==> src/rtl/uart_tx_engine.sv <==
`default_nettype none
// ============================================================================
// Module      : uart_tx_engine
// Description : Serial transmitter behind the UART_TX memory-mapped register.
//               Bytes written by the CPU are buffered in a small FIFO and
//               shifted out as 8N1 frames, LSB first. A status word lets
//               software poll FIFO occupancy and overflow before writing.
// Ports       :
//   clk      in   1   system clock, rising edge
//   rst_n    in   1   asynchronous active-low reset
//   wr_en    in   1   single-cycle write strobe from the address decoder
//   wr_data  in   16  CPU data; [7:0] byte, [15] control-write flag
//   tx       out  1   serial line, idle high
//   status   out  16  {8'h00, count[3:0], ovf, empty, full, busy}
// Revision    : 1.0 - initial release
// ============================================================================
module uart_tx_engine #(
  parameter int CLKS_PER_BIT = 434,
  parameter int FIFO_AW      = 2
) (
  input  logic        clk,
  input  logic        rst_n,
  input  logic        wr_en,
  input  logic [15:0] wr_data,
  output logic        tx,
  output logic [15:0] status
);

  localparam int                 c_DEPTH    = 1 << FIFO_AW;
  localparam int                 c_BW       = (CLKS_PER_BIT > 1) ? $clog2(CLKS_PER_BIT) : 1;
  localparam logic [c_BW-1:0]    c_BAUD_MAX = c_BW'(CLKS_PER_BIT - 1);
  localparam logic [FIFO_AW:0]   c_FULL_CNT = (FIFO_AW + 1)'(c_DEPTH);

  generate
    if (CLKS_PER_BIT < 2 || FIFO_AW < 1 || FIFO_AW > 3) begin : g_bad_params
      $error("uart_tx_engine: CLKS_PER_BIT must be >= 2 and FIFO_AW in 1..3");
    end
  endgenerate

  typedef enum logic [1:0] {
    S_IDLE  = 2'd0,
    S_START = 2'd1,
    S_DATA  = 2'd2,
    S_STOP  = 2'd3
  } state_t;

  state_t             r_state;
  state_t             w_state_next;

  // FIFO storage and bookkeeping
  logic [7:0]         r_mem [c_DEPTH];
  logic [FIFO_AW-1:0] r_wr_ptr;
  logic [FIFO_AW-1:0] r_rd_ptr;
  logic [FIFO_AW:0]   r_count;
  logic [FIFO_AW:0]   w_count_next;
  logic               r_ovf;

  // Shifter
  logic [c_BW-1:0]    r_baud;
  logic [2:0]         r_bit_idx;
  logic [7:0]         r_shift;
  logic               r_tx;

  // Registered status flags
  logic               r_busy;
  logic               r_empty;
  logic               r_full;

  logic               w_fifo_empty;
  logic               w_fifo_full;
  logic               w_baud_done;
  logic               w_pop;
  logic               w_tx_next;
  logic               w_push_req;
  logic               w_ctrl_wr;
  logic               w_push;
  logic               w_drop;
  logic               w_unused_bits;

  assign w_fifo_empty  = (r_count == '0);
  assign w_fifo_full   = (r_count == c_FULL_CNT);
  assign w_baud_done   = (r_baud == c_BAUD_MAX);

  assign w_push_req    = wr_en & ~wr_data[15];
  assign w_ctrl_wr     = wr_en &  wr_data[15];
  // A full FIFO still accepts a byte when a pop frees a slot on the same edge.
  assign w_push        = w_push_req & (~w_fifo_full | w_pop);
  assign w_drop        = w_push_req & w_fifo_full & ~w_pop;
  assign w_unused_bits = ^wr_data[14:8];

  // --------------------------------------------------------------------------
  // FSM: state register
  // --------------------------------------------------------------------------
  always_ff @(posedge clk or negedge rst_n) begin
    if (!rst_n) begin
      r_state <= S_IDLE;
    end else begin
      r_state <= w_state_next;
    end
  end

  // --------------------------------------------------------------------------
  // FSM: next state, pop request and next line level
  // --------------------------------------------------------------------------
  always_comb begin
    w_state_next = r_state;
    w_pop        = 1'b0;
    w_tx_next    = 1'b1;
    case (r_state)
      S_IDLE: begin
        w_tx_next = 1'b1;
        if (!w_fifo_empty) begin
          w_pop        = 1'b1;
          w_state_next = S_START;
        end
      end
      S_START: begin
        w_tx_next = 1'b0;
        if (w_baud_done) begin
          w_state_next = S_DATA;
        end
      end
      S_DATA: begin
        w_tx_next = r_shift[0];
        if (w_baud_done && (r_bit_idx == 3'd7)) begin
          w_state_next = S_STOP;
        end
      end
      S_STOP: begin
        w_tx_next = 1'b1;
        if (w_baud_done) begin
          // Chaining straight into the next start bit keeps frames gap-free.
          if (!w_fifo_empty) begin
            w_pop        = 1'b1;
            w_state_next = S_START;
          end else begin
            w_state_next = S_IDLE;
          end
        end
      end
      default: begin
        w_state_next = S_IDLE;
      end
    endcase
  end

  // --------------------------------------------------------------------------
  // FIFO count
  // --------------------------------------------------------------------------
  always_comb begin
    w_count_next = r_count;
    case ({w_push, w_pop})
      2'b10:   w_count_next = r_count + 1'b1;
      2'b01:   w_count_next = r_count - 1'b1;
      default: w_count_next = r_count;
    endcase
  end

  // Storage has no reset; only pointers and count define its contents.
  always_ff @(posedge clk) begin
    if (w_push) begin
      r_mem[r_wr_ptr] <= wr_data[7:0];
    end
  end

  always_ff @(posedge clk or negedge rst_n) begin
    if (!rst_n) begin
      r_wr_ptr <= '0;
      r_rd_ptr <= '0;
      r_count  <= '0;
      r_ovf    <= 1'b0;
    end else begin
      if (w_push) begin
        r_wr_ptr <= r_wr_ptr + 1'b1;
      end
      if (w_pop) begin
        r_rd_ptr <= r_rd_ptr + 1'b1;
      end
      r_count <= w_count_next;
      if (w_ctrl_wr) begin
        r_ovf <= 1'b0;
      end else if (w_drop) begin
        r_ovf <= 1'b1;
      end
    end
  end

  // --------------------------------------------------------------------------
  // Shifter datapath. The line register follows the state by one cycle, so
  // the start bit appears two edges after the write that fills an idle FIFO.
  // --------------------------------------------------------------------------
  always_ff @(posedge clk or negedge rst_n) begin
    if (!rst_n) begin
      r_baud    <= '0;
      r_bit_idx <= 3'd0;
      r_shift   <= 8'h00;
      r_tx      <= 1'b1;
    end else begin
      // Baud counter restarts on every state entry and holds at zero in IDLE.
      if ((r_state == S_IDLE) || (w_state_next != r_state) || w_baud_done) begin
        r_baud <= '0;
      end else begin
        r_baud <= r_baud + 1'b1;
      end

      if ((w_state_next == S_DATA) && (r_state != S_DATA)) begin
        r_bit_idx <= 3'd0;
      end else if ((r_state == S_DATA) && w_baud_done) begin
        r_bit_idx <= r_bit_idx + 3'd1;
      end

      if (w_pop) begin
        r_shift <= r_mem[r_rd_ptr];
      end else if ((r_state == S_DATA) && w_baud_done) begin
        r_shift <= {1'b0, r_shift[7:1]};
      end

      r_tx <= w_tx_next;
    end
  end

  // --------------------------------------------------------------------------
  // Status flags, computed from next-state values so they change together
  // with the count and overflow registers.
  // --------------------------------------------------------------------------
  always_ff @(posedge clk or negedge rst_n) begin
    if (!rst_n) begin
      r_busy  <= 1'b0;
      r_empty <= 1'b1;
      r_full  <= 1'b0;
    end else begin
      r_busy  <= (w_state_next != S_IDLE);
      r_empty <= (w_count_next == '0);
      r_full  <= (w_count_next == c_FULL_CNT);
    end
  end

  assign tx     = r_tx;
  assign status = {8'h00, 4'(r_count), r_ovf, r_empty, r_full, r_busy};

endmodule
`default_nettype wire
==> config.mk <==
export PLATFORM = sky130hd
export DESIGN_NAME = uart_tx_engine
export DESIGN_NICKNAME = d
export VERILOG_FILES = /design/src/rtl/uart_tx_engine.sv
export SDC_FILE = /design/constraint.sdc
export NUM_CORES = 1
export LEC_CHECK = 0
export CAP_MARGIN = 30
export CELL_PAD_IN_SITES_DETAIL_PLACEMENT = 1
export CELL_PAD_IN_SITES_GLOBAL_PLACEMENT = 1
export CORE_ASPECT_RATIO = 1.25
export CORE_MARGIN = 2
export CORE_UTILIZATION = 41
export CTS_CLUSTER_SIZE = 16
export DETAILED_ROUTE_END_ITERATION = 16
export PLACE_DENSITY_LB_ADDON = 0.1
export SYNTH_ARGS = -nofsm -noshare
export SYNTH_HDL_FRONTEND = slang
export SYNTH_SLANG_ARGS = --single-unit
==> constraint.sdc <==
create_clock -name clk -period 2.35 [get_ports clk]
set_input_delay 0.705 -clock clk [delete_from_list [all_inputs] [get_ports clk]]
set_output_delay 0.705 -clock clk [all_outputs]
set_load 0.05 [all_outputs]
After elaboration in Yosys (flattened, before gate mapping)
Memories as Yosys holds them, arrays and structs flattened.
Index checks and enable logic that the tools add are counted.
{ "totals": {"register_bits": 34, "mem_bits_rw": 32, "memories": 1, "output_inout_bits": 17} }
{ "memory_table": {"columns": ["name", "depth", "word_bits", "read_ports", "rd_ports_with_merged_regs", "write_ports", "line_no", "text"], "rows": [
  ["r_mem", 4, 8, 1, 0, 1, "51", "logic [7:0] r_mem [c_DEPTH];"]
]} }
{ "op_classes": {"n_bitwise": 9, "n_mux": 20, "n_eq_ne": 12, "n_addsub": 6, "reduce_logical": 13} }
{ "ops": {"columns": ["op", "n"], "rows": [
  ["8-bit two-way mux", 2],
  ["9-bit by 1-bit adder with 9-bit output (second input constant)", 1],
  ["3-bit equality test (second input constant)", 3],
  ["9-bit equality test (second input constant)", 1],
  ["9-bit two-way mux", 1],
  ["2-bit equality test (second input constant)", 4],
  ["2-bit two-way mux", 4],
  ["2-bit one-hot mux with 4 select lines", 1],
  ["2-bit nonzero test", 4],
  ["1-bit two-way mux", 7],
  ["3-bit by 1-bit adder with 3-bit output (second input constant)", 2],
  ["3-bit zero test", 2],
  ["3-bit two-way mux", 2],
  ["3-bit one-hot mux with 2 select lines", 1],
  ["1-bit AND", 5],
  ["2-bit by 1-bit adder with 2-bit output (second input constant)", 2],
  ["2-bit by 1-bit equality test with 1-bit output (second input constant)", 2],
  ["1-bit logical AND", 3],
  ["1-bit NOT", 3],
  ["1-bit one-hot mux with 3 select lines", 1],
  ["3-bit by 1-bit subtractor with 3-bit output (second input constant)", 1],
  ["2-bit zero test", 1],
  ["1-bit logical OR", 2],
  ["2-bit != test", 1],
  ["other kinds (4)", 4]
]} }

Logic depth before layout (Yosys ltp)
Gate-level depths: netlist of run 1.
{ "depth": {"word_depth": 9, "depth_mapped": 10} }

Worst setup path after synthesis of run 1
OpenSTA, ideal clock, no wires.
{ "synth_path": {"path_kind": "flip-flop to flip-flop", "startpoint": "register r_count[2]", "endpoint": "register r_empty", "path_stages_with_launch": 10, "setup_ps": 61, "slack_ps": -330, "required_time_ps": 2289, "period_less_slack_ps": 2680, "t_arrival_ps": 2618, "cell_sequence": "dfrtp_1 > buf_2 > nor3_2 > nor3_1 > and2_4 > inv_1 > fa_1 > nor2_1 > and4b_1 > o31a_1"} }
{ "synth_via": {"elab_chain_len": 9, "word_cells_on_any_way": 14, "cone_classes": "add/sub (2); eq/ne (3); mux (4); bitwise (3); reduce/logical (2)"} }
{ "synth_lines": {"columns": ["element", "line_no", "text"], "rows": [
  ["start: declaration", "54", "logic [FIFO_AW:0] r_count;"],
  ["start signal: assignment", "179", "r_count <= w_count_next;"],
  ["3-bit zero test", "80", "assign w_fifo_empty = (r_count == '0);"],
  ["1-bit two-way mux", "112, 133", null],
  ["1-bit two-way mux", "131", "if (w_baud_done) begin"],
  ["1-bit one-hot mux with 2 select lines", "109", "case (r_state)"],
  ["1-bit bitwise OR", "87", "assign w_push = w_push_req & (~w_fifo_full | w_pop);"],
  ["1-bit AND", "87", null],
  ["2-bit by 1-bit equality test with 1-bit output or 2-bit equality test (tied branches)", "152", "case ({w_push, w_pop})"],
  ["3-bit one-hot mux with 2 select lines (*)", "152", null],
  ["3-bit zero test (*)", "233", "r_empty <= (w_count_next == '0);"],
  ["end signal: assignment", "233", null],
  ["end: declaration", "66", "logic r_empty;"]
]} }
Every way passes the cells marked *; elsewhere a longest branch is shown, timed or not.
A chain may end at the register's enable or synchronous reset.

Worst setup path in the final report of run 1
{ "layout_path": {"startpoint": "register r_baud[1]", "endpoint": "register r_empty"} }
{ "layout_via": {"elab_chain_len": 8, "word_cells_on_any_way": 9, "cone_classes": "eq/ne (3); mux (3); bitwise (2); reduce/logical (1)"} }
{ "layout_lines": {"columns": ["element", "line_no", "text"], "rows": [
  ["start: declaration", "59", "logic [c_BW-1:0] r_baud;"],
  ["start signal: assignment", "203", "r_baud <= r_baud + 1'b1;"],
  ["9-bit equality test (*)", "82", "assign w_baud_done = (r_baud == c_BAUD_MAX);"],
  ["1-bit two-way mux (*)", "131", null],
  ["1-bit one-hot mux with 2 select lines (*)", "109", null],
  ["1-bit bitwise OR", "87", null],
  ["1-bit AND", "87", null],
  ["2-bit by 1-bit equality test with 1-bit output or 2-bit equality test (tied branches)", "152", null],
  ["3-bit one-hot mux with 2 select lines (*)", "152", null],
  ["3-bit zero test (*)", "233", null]
]} }
Marks and branches as above.

==> results.cfg, run 1 <==
[status]
status = completed

[routing]
wl_per_cell_um = 15.2
drc = 0
dr_total_vias = 1961
first_iter_violations = 74
via_per_inst = 5.04
dr.pass1.iters = 4
drtAntennaViolNets = 0
totalWireLength_mm = 5.93

[synthesis]
synth_top_family_by_area = simple AND/OR/NAND/NOR gates
synthAdderAreaFrac_pct = 5.30
synthMuxAreaShare_pct = 8.76
ys_top_cells_by_count = dfrtp_1, edfxtp_1, nand2_1
synth_edf_count = 32
synth_top_cell_area_share_pct = 29.9
syn-instance-count = 246
synthSimpleGateAreaFrac_pct = 11.7
synthFlopType = edfxtp_1
syn_area_um2 = 3210
yosysSeqAreaShare_pct = 56.5
synth_area_per_cell_um2 = 13.1
netlist-cell-type-count = 57
synth_xor_area_share_pct = 2.73
yosysTopAreaCell = edfxtp_1
yosysWarnings = 0
synthArstFlopShare_pct = 51.5
synth_compound_area_share_pct = 9.42
synthTopCellsByArea = edfxtp_1, dfrtp_1, mux4_2
ys_seq_elements = 66

[grt]
grt_pass1_wl_mm = 10.5
grt_max_degree = 26
grt-ovfl-total = 0
antenna_found_initial = 0
grt.total_usage_pct = 15.9
grt_pass1_vias = 2137

[worst_setup_path]
cp-end-kind = flop
cp_slowest_cell = fa_2
crit_chain = inv_1 > ha_1 > and4b_4 > a31o_4 > and2_4 > inv_1 > fa_2 > nor2_4 > and4b_2 > o31a_1
critPathRequiredTime_ns = 2.63
worstSetupPathType = flop to flop
crit_fanout = 3
critPathArrivalTime_ns = 2.54
cp_common_cell = inv_1
critPathLaunchType = flop
cp_top_family = simple AND/OR/NAND/NOR gates
cpPeakStageDelay_ns = 0.41
critPathBufInv = 2

[clock_tree]
htree_levels = 3
clk_pin_slew_worst_paths_ns = 0.07
clk_path_buf_depth = 2
root_buffer = clkbuf_8
cts_tree = done
ctsHoldBuffers = 0
clkSinkCount = 66
cts_buffers = 9
insertion_delay_ns = 0.34

[place]
dpl.cell_count = 372
globalplace.congestion = 0.786
hpwl_mm = 4.24
portBuffers = 19

[sta]
hold_viol_final = 0
fin_crit_sh_pct = 96.0
finalSetupViolCount = 0
finalMaxSlewViolations = 0
skew_ns = 0.00888
slew-limit-headroom_pct = 59.7
tightest_slew_ns = 0.605
finalSetupTns_ns = 0
timing.final.crit_period_ns = 2.26
fmax_ghz = 0.443

[min_path]
hp-class = input pin to async pin

[finish]
syn_to_final_growth_pct = 20.7
drive_above_1_share_pct = 24.5
nNetsFinal = 321
diodes = 0
fin_cells = 389

[floorplan]
initial_core_util_pct = 41.7
num_rows = 36
dieWidth_um = 83.2
io-pin-count = 36
core-area_um2 = 7700
die_height_um = 103
dieArea_um2 = 8570

[pwr]
powerDensity_nw_per_um2 = 1110
p_total_mw = 4.30
ir_drop_uv = 599
leakage_nw = 1.63

[run]
drv_cap = 0
flip-flops by register name (all words and copies together) (netlist names):
name	cells
r_baud	9
r_bit_idx	3
r_busy	1
r_count	3
r_empty	1
r_full	1
r_mem	32
r_ovf	1
r_rd_ptr	2
r_shift	8
r_state	2
r_wr_ptr	2
tx	1
path summary, 6_finish.rpt:
kind / startpoint / cells past startpoint / slack (ns) / end
hold / removal: rst_n / 1 / 0.37 / r_full
setup / recovery: r_baud[1] / 10 / 0.09 / r_empty
max in group asynchronous: rst_n / 2 / 1.45 / r_rd_ptr[1]
min in group clk: r_bit_idx[0] / 1 / 0.50 / r_bit_idx[0]
hold reg to reg: r_bit_idx[0] / 1 / 0.50 / r_bit_idx[0]
setup reg to reg: r_baud[1] / 10 / 0.09 / r_empty
kinds of logic after synthesis:
logic type,count (synthesis)
AO/OA/AOI/OAI,39
XOR/XNOR,10
adder cells (fa/ha/maj),13
buffers and inverters,31
flip-flops,66
multiplexers,18
other,1
AND/OR/NAND/NOR,68
routing by layer:
layer	vias to the layer above	share of wire, %	GRT usage [%]
met1	963	44	18.5
met4	0	1.8	8.32
met3	9	2.2	3.12
met2	23	52	28.1
li1	966	-	-
met5	-	0	0
final cells by class:
| class | count | area [um^2] |
|---|---|---|
| multi-input cells | 157 | 1270 |
| inverters | 10 | 37.5 |
| fillers | 809 | 3820 |
| clock buffers | 10 | 138 |
| flip-flops and latches | 66 | 1820 |
| repair buffers | 45 | 434 |
| well taps | 95 | 119 |
| clock inverters | 6 | 56.3 |
per-stage QoR:
| step | hold WS, ns | area (um^2) | util (%) | worst slack, ns |
|---|---|---|---|---|
| CTS | 0.386 | 3850 | 49.9 | 0.00469 |
| finish | 0.373 | 3880 | 50.3 | 0.0931 |
| detailed placement | 0.484 | 3650 | 47.4 | -0.409 |
| floorplan | 0.409 | 3260 | - | 0.0137 |
| global route | 0.402 | 3880 | 50.3 | -0.00145 |
| global placement | 0.486 | 3650 | 47.4 | -0.359 |
worst reg2reg max path, delay by kind of cell, from the launching register on:
family                   cells  cell delay [ns]
adder cells (fa/ha/maj)      2             0.59
flip-flops                   1             0.40
AO/OA/AOI/OAI                2             0.31
buffers and inverters        2             0.11
AND/OR/NAND/NOR              4             0.79
timing repair:
| item | in CTS | in global routing |
|---|---|---|
| buffers inserted | 0 | 1 |
| resized for setup | 2 | 8 |
| setup endpoints to repair | 4 | 5 |
| pin swaps | 1 | 6 |
where the power goes:
group / switching [mW] / total, mW / internal, mW
Sequential: 0.206 / 1.69 / 1.49
Clock: 0.433 / 0.943 / 0.510
Combinational: 0.933 / 1.66 / 0.732
cell usage in the layout, fill, tap and decap left out, types with 4 or more instances in the layout:
cell             netlist  layout
buf_4                 13      24
edfxtp_1              32      32
clkbuf_8               0      10
nor2_1                18      17
conb_1                 1       9
mux4_2                 8       8
a21oi_1                7       7
o21ai_0                8       8
nand3_1                4       4
mux2i_1                9       9
ha_1                  12      12
and2_1                 5       5
inv_1                 10      10
o21ai_1                4       4
nand2_1               19      19
clkdlybuf4s50_1        0      11
buf_12                 0       4
dfrtp_1               32      29
xnor2_1                7       7
dlymetal6s2s_1         0       4
(Power assumes the default switching activity.)
==> run 2: changes to the inputs <==
HOLD_SLACK_MARGIN = 0.05   (was not set)
clock period = 1.85 ns   (was 2.35 ns; I/O delays follow)
==> run 2 against run 1 <==
  * The run now ends with negative setup slack left
  * Die area did not move
  * Sequential cell count stayed put
  * Routed wire length increased by 16%
  * Cell count increased by 6.9%
  * Via count increased by 7.8%
  * Maximum frequency is 4.4% higher
  * Clock-buffer cell count down 1
  * Clock power grew 44%
  * Combinational power is 84% higher
==> results.cfg, run 2 (synthesis gave the netlist of run 1 again) <==
[worst_setup_path]
critPathRequiredTime_ns = 2.14
cp-end-kind = flop
worstSetupPathType = flop to flop
regToRegEndpoint = r_empty
crit_fanout = 3
reg2reg_slack_ns = -0.31
critPathLaunchType = flop
r2r_start = r_baud[1]
reg2reg_depth = 10
critPathArrivalTime_ns = 2.45

[finish]
layout_common_cells = buf_4, edfxtp_1, dfrtp_1
regMostFlops = r_mem
n_fill_cell = 754
largestRegisters = r_mem: 32 flops, r_baud: 9 flops, r_shift: 8 flops
syn_to_final_growth_pct = 35.9
drive_above_1_share_pct = 43.3
largest_register_ffs = 32
nNetsFinal = 348
diodes = 0
mostFrequentLayoutCell = buf_4
fin_cells = 416

[grt]
grt.total_usage_pct = 17.5
grt-ovfl-total = 0
grt_pass1_wl_mm = 11.6
antenna_found_initial = 0
grt_max_degree = 22
grt_pass1_vias = 2346

[floorplan]
dieWidth_um = 83.2
core-area_um2 = 7700
initial_core_util_pct = 41.7
dieArea_um2 = 8570
die_height_um = 103
num_rows = 36
io-pin-count = 36

[routing]
totalWireLength_mm = 6.89
dr_total_vias = 2113
drtAntennaViolNets = 0
dr.pass1.iters = 4
via_per_inst = 5.08
first_iter_violations = 66
wl_per_cell_um = 16.6
drc = 0

[clock_tree]
clkSinkCount = 66
ctsHoldBuffers = 0
clk_path_buf_depth = 2
insertion_delay_ns = 0.34
root_buffer = clkbuf_8
clk_pin_slew_worst_paths_ns = 0.08
cts_buffers = 9
htree_levels = 3
cts_tree = done

[status]
status = finished, violations left
violations = negative setup slack

[place]
place_ws_ns = -0.767
globalplace.congestion = 0.769
hpwl_mm = 4.81
portBuffers = 19
dpl.cell_count = 390

[run]
drv_cap = 0

[sta]
worst_slack_ns = -0.311
finalSetupTns_ns = -8.97
finalMaxSlewViolations = 0
tightest_slew_ns = 0.545
hold_viol_final = 0
slew-limit-headroom_pct = 63.7
timing.final.crit_period_ns = 2.16
finalSetupViolCount = 48
skew_ns = 0.0125
fmax_ghz = 0.463
rsz0062_at_grt = yes
fin_crit_sh_pct = 117

[pwr]
ir_drop_uv = 858
powerDensity_nw_per_um2 = 1500
leakage_nw = 1.85

[min_path]
hp-class = input pin to async pin
## run 2: stage by stage
stage / util (%) / area [um^2] / total power, mW / hold WS, ns
after floorplan: - / 3280 / 3.76 / 0.259
after global placement: 50.0 / 3850 / 4.67 / 0.510
after detailed placement: 50.0 / 3850 / 4.72 / 0.508
after CTS: 55.2 / 4250 / 6.47 / 0.196
after global routing: 56.7 / 4370 / 6.91 / 0.219
final: 56.7 / 4370 / 6.54 / 0.186
## run 2: cell type report
cell class | count | area, um^2 | area share, %
Inverter | 10 | 37.5 | 0.860
Clock buffer | 9 | 124 | 2.84
Timing Repair Buffer | 72 | 724 | 16.6
Multi-Input combinational cell | 157 | 1450 | 33.2
Sequential cell | 66 | 1820 | 41.6
Clock inverter | 7 | 92.6 | 2.12
Tap cell | 95 | 119 | 2.72
## run 2: repair_timing
action	CTS	global route
gates resized for setup	38	23
hold endpoints to repair	0	0
cloned	1	0
pin swaps	16	12
buffers inserted	7	4
endpoints found under the setup margin	48	64
## run 2: per-layer routing
metal | vias to the layer above | track usage [%] | share of wire (%)
li1 | 1019 | - | -
met1 | 1060 | 20.8 | 41
met2 | 26 | 32.1 | 55
met3 | 8 | 2.64 | 1.8
met4 | 0 | 7.57 | 1.6
met5 | - | 0 | 0
## run 2: how the worst max path moves through the flow
stage	start	slack (ns)	cells after the start	end
6_report	r_baud[1]	-0.31	10	r_empty
5_1_grt	r_baud[1]	-0.41	10	r_empty
4_1_cts	r_baud[1]	-0.39	10	r_empty
3_5_place_dp	wr_en	-0.77	9	r_empty
3_3_place_gp	wr_en	-0.71	9	r_empty
2_1_floorplan	r_baud[1]	-0.32	10	r_empty
## run 2: critical path, cell delays in order, from the launching register on
cell,delay (ns)
dfrtp_1,0.38
inv_1,0.06
ha_2,0.17
and4b_4,0.24
a31o_4,0.15
and2_4,0.14
inv_2,0.03
fa_2,0.38
nor2_4,0.13
and4b_2,0.26
o31a_1,0.15
## run 2: where the power goes
part,switching (mW),internal (mW)
combinational,1.54,1.52
clock,0.603,0.757
sequential,0.235,1.89
==> run 3: changes to the inputs <==
REMOVE_ABC_BUFFERS = 1   (was not set)
==> run 3 against run 2 <==
  * Die area stayed put
  * Critical path type unchanged
  * Power is 7.5% lower
  * Critical endpoint unchanged
  * The run still ends with negative setup slack left
  * Clock skew decreased by 0.0039 ns
  * Highest routed layer unchanged
==> results.cfg, run 3 (synthesis gave the netlist of run 1 again) <==
[floorplan]
io-pin-count = 36
dieArea_um2 = 8570
dieWidth_um = 83.2
die_height_um = 103
core-area_um2 = 7700
num_rows = 36
initial_core_util_pct = 41.7

[sta]
hold-worst-slack_ns = 0.258
finalMaxSlewViolations = 0
fmax_ghz = 0.436
skew_ns = 0.00856
fin_crit_sh_pct = 124
worst_slack_ns = -0.442
timing.final.crit_period_ns = 2.29
hold_viol_final = 0
finalSetupViolCount = 39
rsz0062_at_grt = yes

[routing]
first_iter_violations = 73
wl_met2_mm = 3.53
dr.pass1.iters = 4
dr.max_layer_used = met4
via_per_inst = 5.14
totalWireLength_mm = 6.60
drtAntennaViolNets = 0
route.met3.wl_um = 145
dr_total_vias = 2098
drc = 0
wl_met1_mm = 2.86
wl_per_cell_um = 16.2

[grt]
antenna_found_initial = 0
grt_max_degree = 35
grt_pass1_wl_mm = 11.4
grt_pass1_vias = 2336
grt.total_usage_pct = 17.1
grt-ovfl-total = 0

[clock_tree]
cts_tree = done
clk_path_buf_depth = 2
cts_buffers = 9
ctsHoldBuffers = 0
root_buffer = clkbuf_8
htree_levels = 3
insertion_delay_ns = 0.33
clk_pin_slew_worst_paths_ns = 0.07
clkSinkCount = 66

[place]
portBuffers = 19
hpwl_mm = 4.71
globalplace.congestion = 0.785
placed_area_um2 = 3860
place_ws_ns = -0.807

[pwr]
powerDensity_nw_per_um2 = 1480
p_total_mw = 6.05
ir_drop_uv = 854
leakage_nw = 1.73

[status]
status = finished, violations left
violations = negative setup slack

[worst_setup_path]
cpPeakStageDelay_ns = 0.36
crit_fanout = 3
worstSetupPathType = flop to flop
cp-end-kind = flop
cp_slowest_cell = dfrtp_1
crit_chain = inv_1 > ha_1 > nor3_2 > and2_4 > inv_2 > fa_2 > buf_6 > a221oi_4 > o31a_1
critPathLaunchType = flop
critPathArrivalTime_ns = 2.56
critPathRequiredTime_ns = 2.12

[finish]
final_core_util_pct = 53.2
fin_area_um2 = 4100
drive_above_1_share_pct = 33.9
layout_common_cells = buf_4, dfrtp_1, edfxtp_1
n_fill_cell = 797
largestRegisters = r_mem: 32 flops, r_baud: 9 flops, r_shift: 8 flops
mostFrequentLayoutCell = buf_4
largest_register_ffs = 32
nNetsFinal = 340
regMostFlops = r_mem
diodes = 0
syn_to_final_growth_pct = 27.6

[run]
drv_cap = 0

[min_path]
hp-class = input pin to async pin
-- run 3: path summary, 6_finish.rpt --
path                              start            to  slack, ns  depth (start not counted)
min                               rst_n   r_wr_ptr[0]       0.26                          2
min reg2reg                r_bit_idx[0]  r_bit_idx[0]       0.51                          1
min in group clk           r_bit_idx[0]  r_bit_idx[0]       0.51                          1
max in group asynchronous         rst_n            tx       1.24                          2
max reg2reg                  r_state[0]       r_empty      -0.44                          9
max                          r_state[0]       r_empty      -0.44                          9
-- run 3: area by class of cell --
| cell class | count | area (um^2) | share of cell area, % |
|---|---|---|---|
| Sequential cell | 66 | 1810 | 44.2 |
| Multi-Input combinational cell | 159 | 1340 | 32.7 |
| Timing Repair Buffer | 62 | 591 | 14.4 |
| Clock buffer | 12 | 145 | 3.54 |
| Tap cell | 95 | 119 | 2.90 |
| Clock inverter | 4 | 51.3 | 1.25 |
| Inverter | 10 | 37.5 | 0.915 |
-- run 3: where the power goes --
part / total [mW] / internal, mW / switching (mW) / leakage (nW)
clock: 1.19 / 0.661 / 0.533 / 0.0966
combinational: 2.77 / 1.31 / 1.46 / 0.908
sequential: 2.09 / 1.88 / 0.203 / 0.721
total: 6.05 / 3.86 / 2.19 / 1.73
-- run 3: what timing repair did --
| item | 4_1_cts | 5_1_grt |
|---|---|---|
| buffers inserted | 3 | 1 |
| endpoints found under the setup margin | 44 | 62 |
| gates resized for setup | 21 | 7 |
| pin swaps | 11 | 8 |
| gates cloned | 2 | 0 |
-- run 3: worst max-delay path, delay by kind of cell (launching register included) --
kind | cells | cell delay, ns
fa+ha+maj | 2 | 0.70
compound gates | 2 | 0.51
simple gates | 2 | 0.43
flops | 1 | 0.36
buf+inv | 3 | 0.22
-- run 3: routing by layer --
metal	GRT usage, %	vias to the layer above
li1	-	1002
met1	20.6	1069
met2	31.0	20
met3	3.84	7
met4	4.92	0
met5	0	-
-- run 3: per-stage QoR --
| step | TNS, ns | std cells |
|---|---|---|
| 2_1_floorplan | -13.13 | 233 |
| 3_3_place_gp | -14.31 | 392 |
| 3_5_place_dp | -15.87 | 392 |
| 4_1_cts | -10.61 | 409 |
| 5_1_grt | -12.38 | 408 |
| 6_report | -8.42 | 408 |
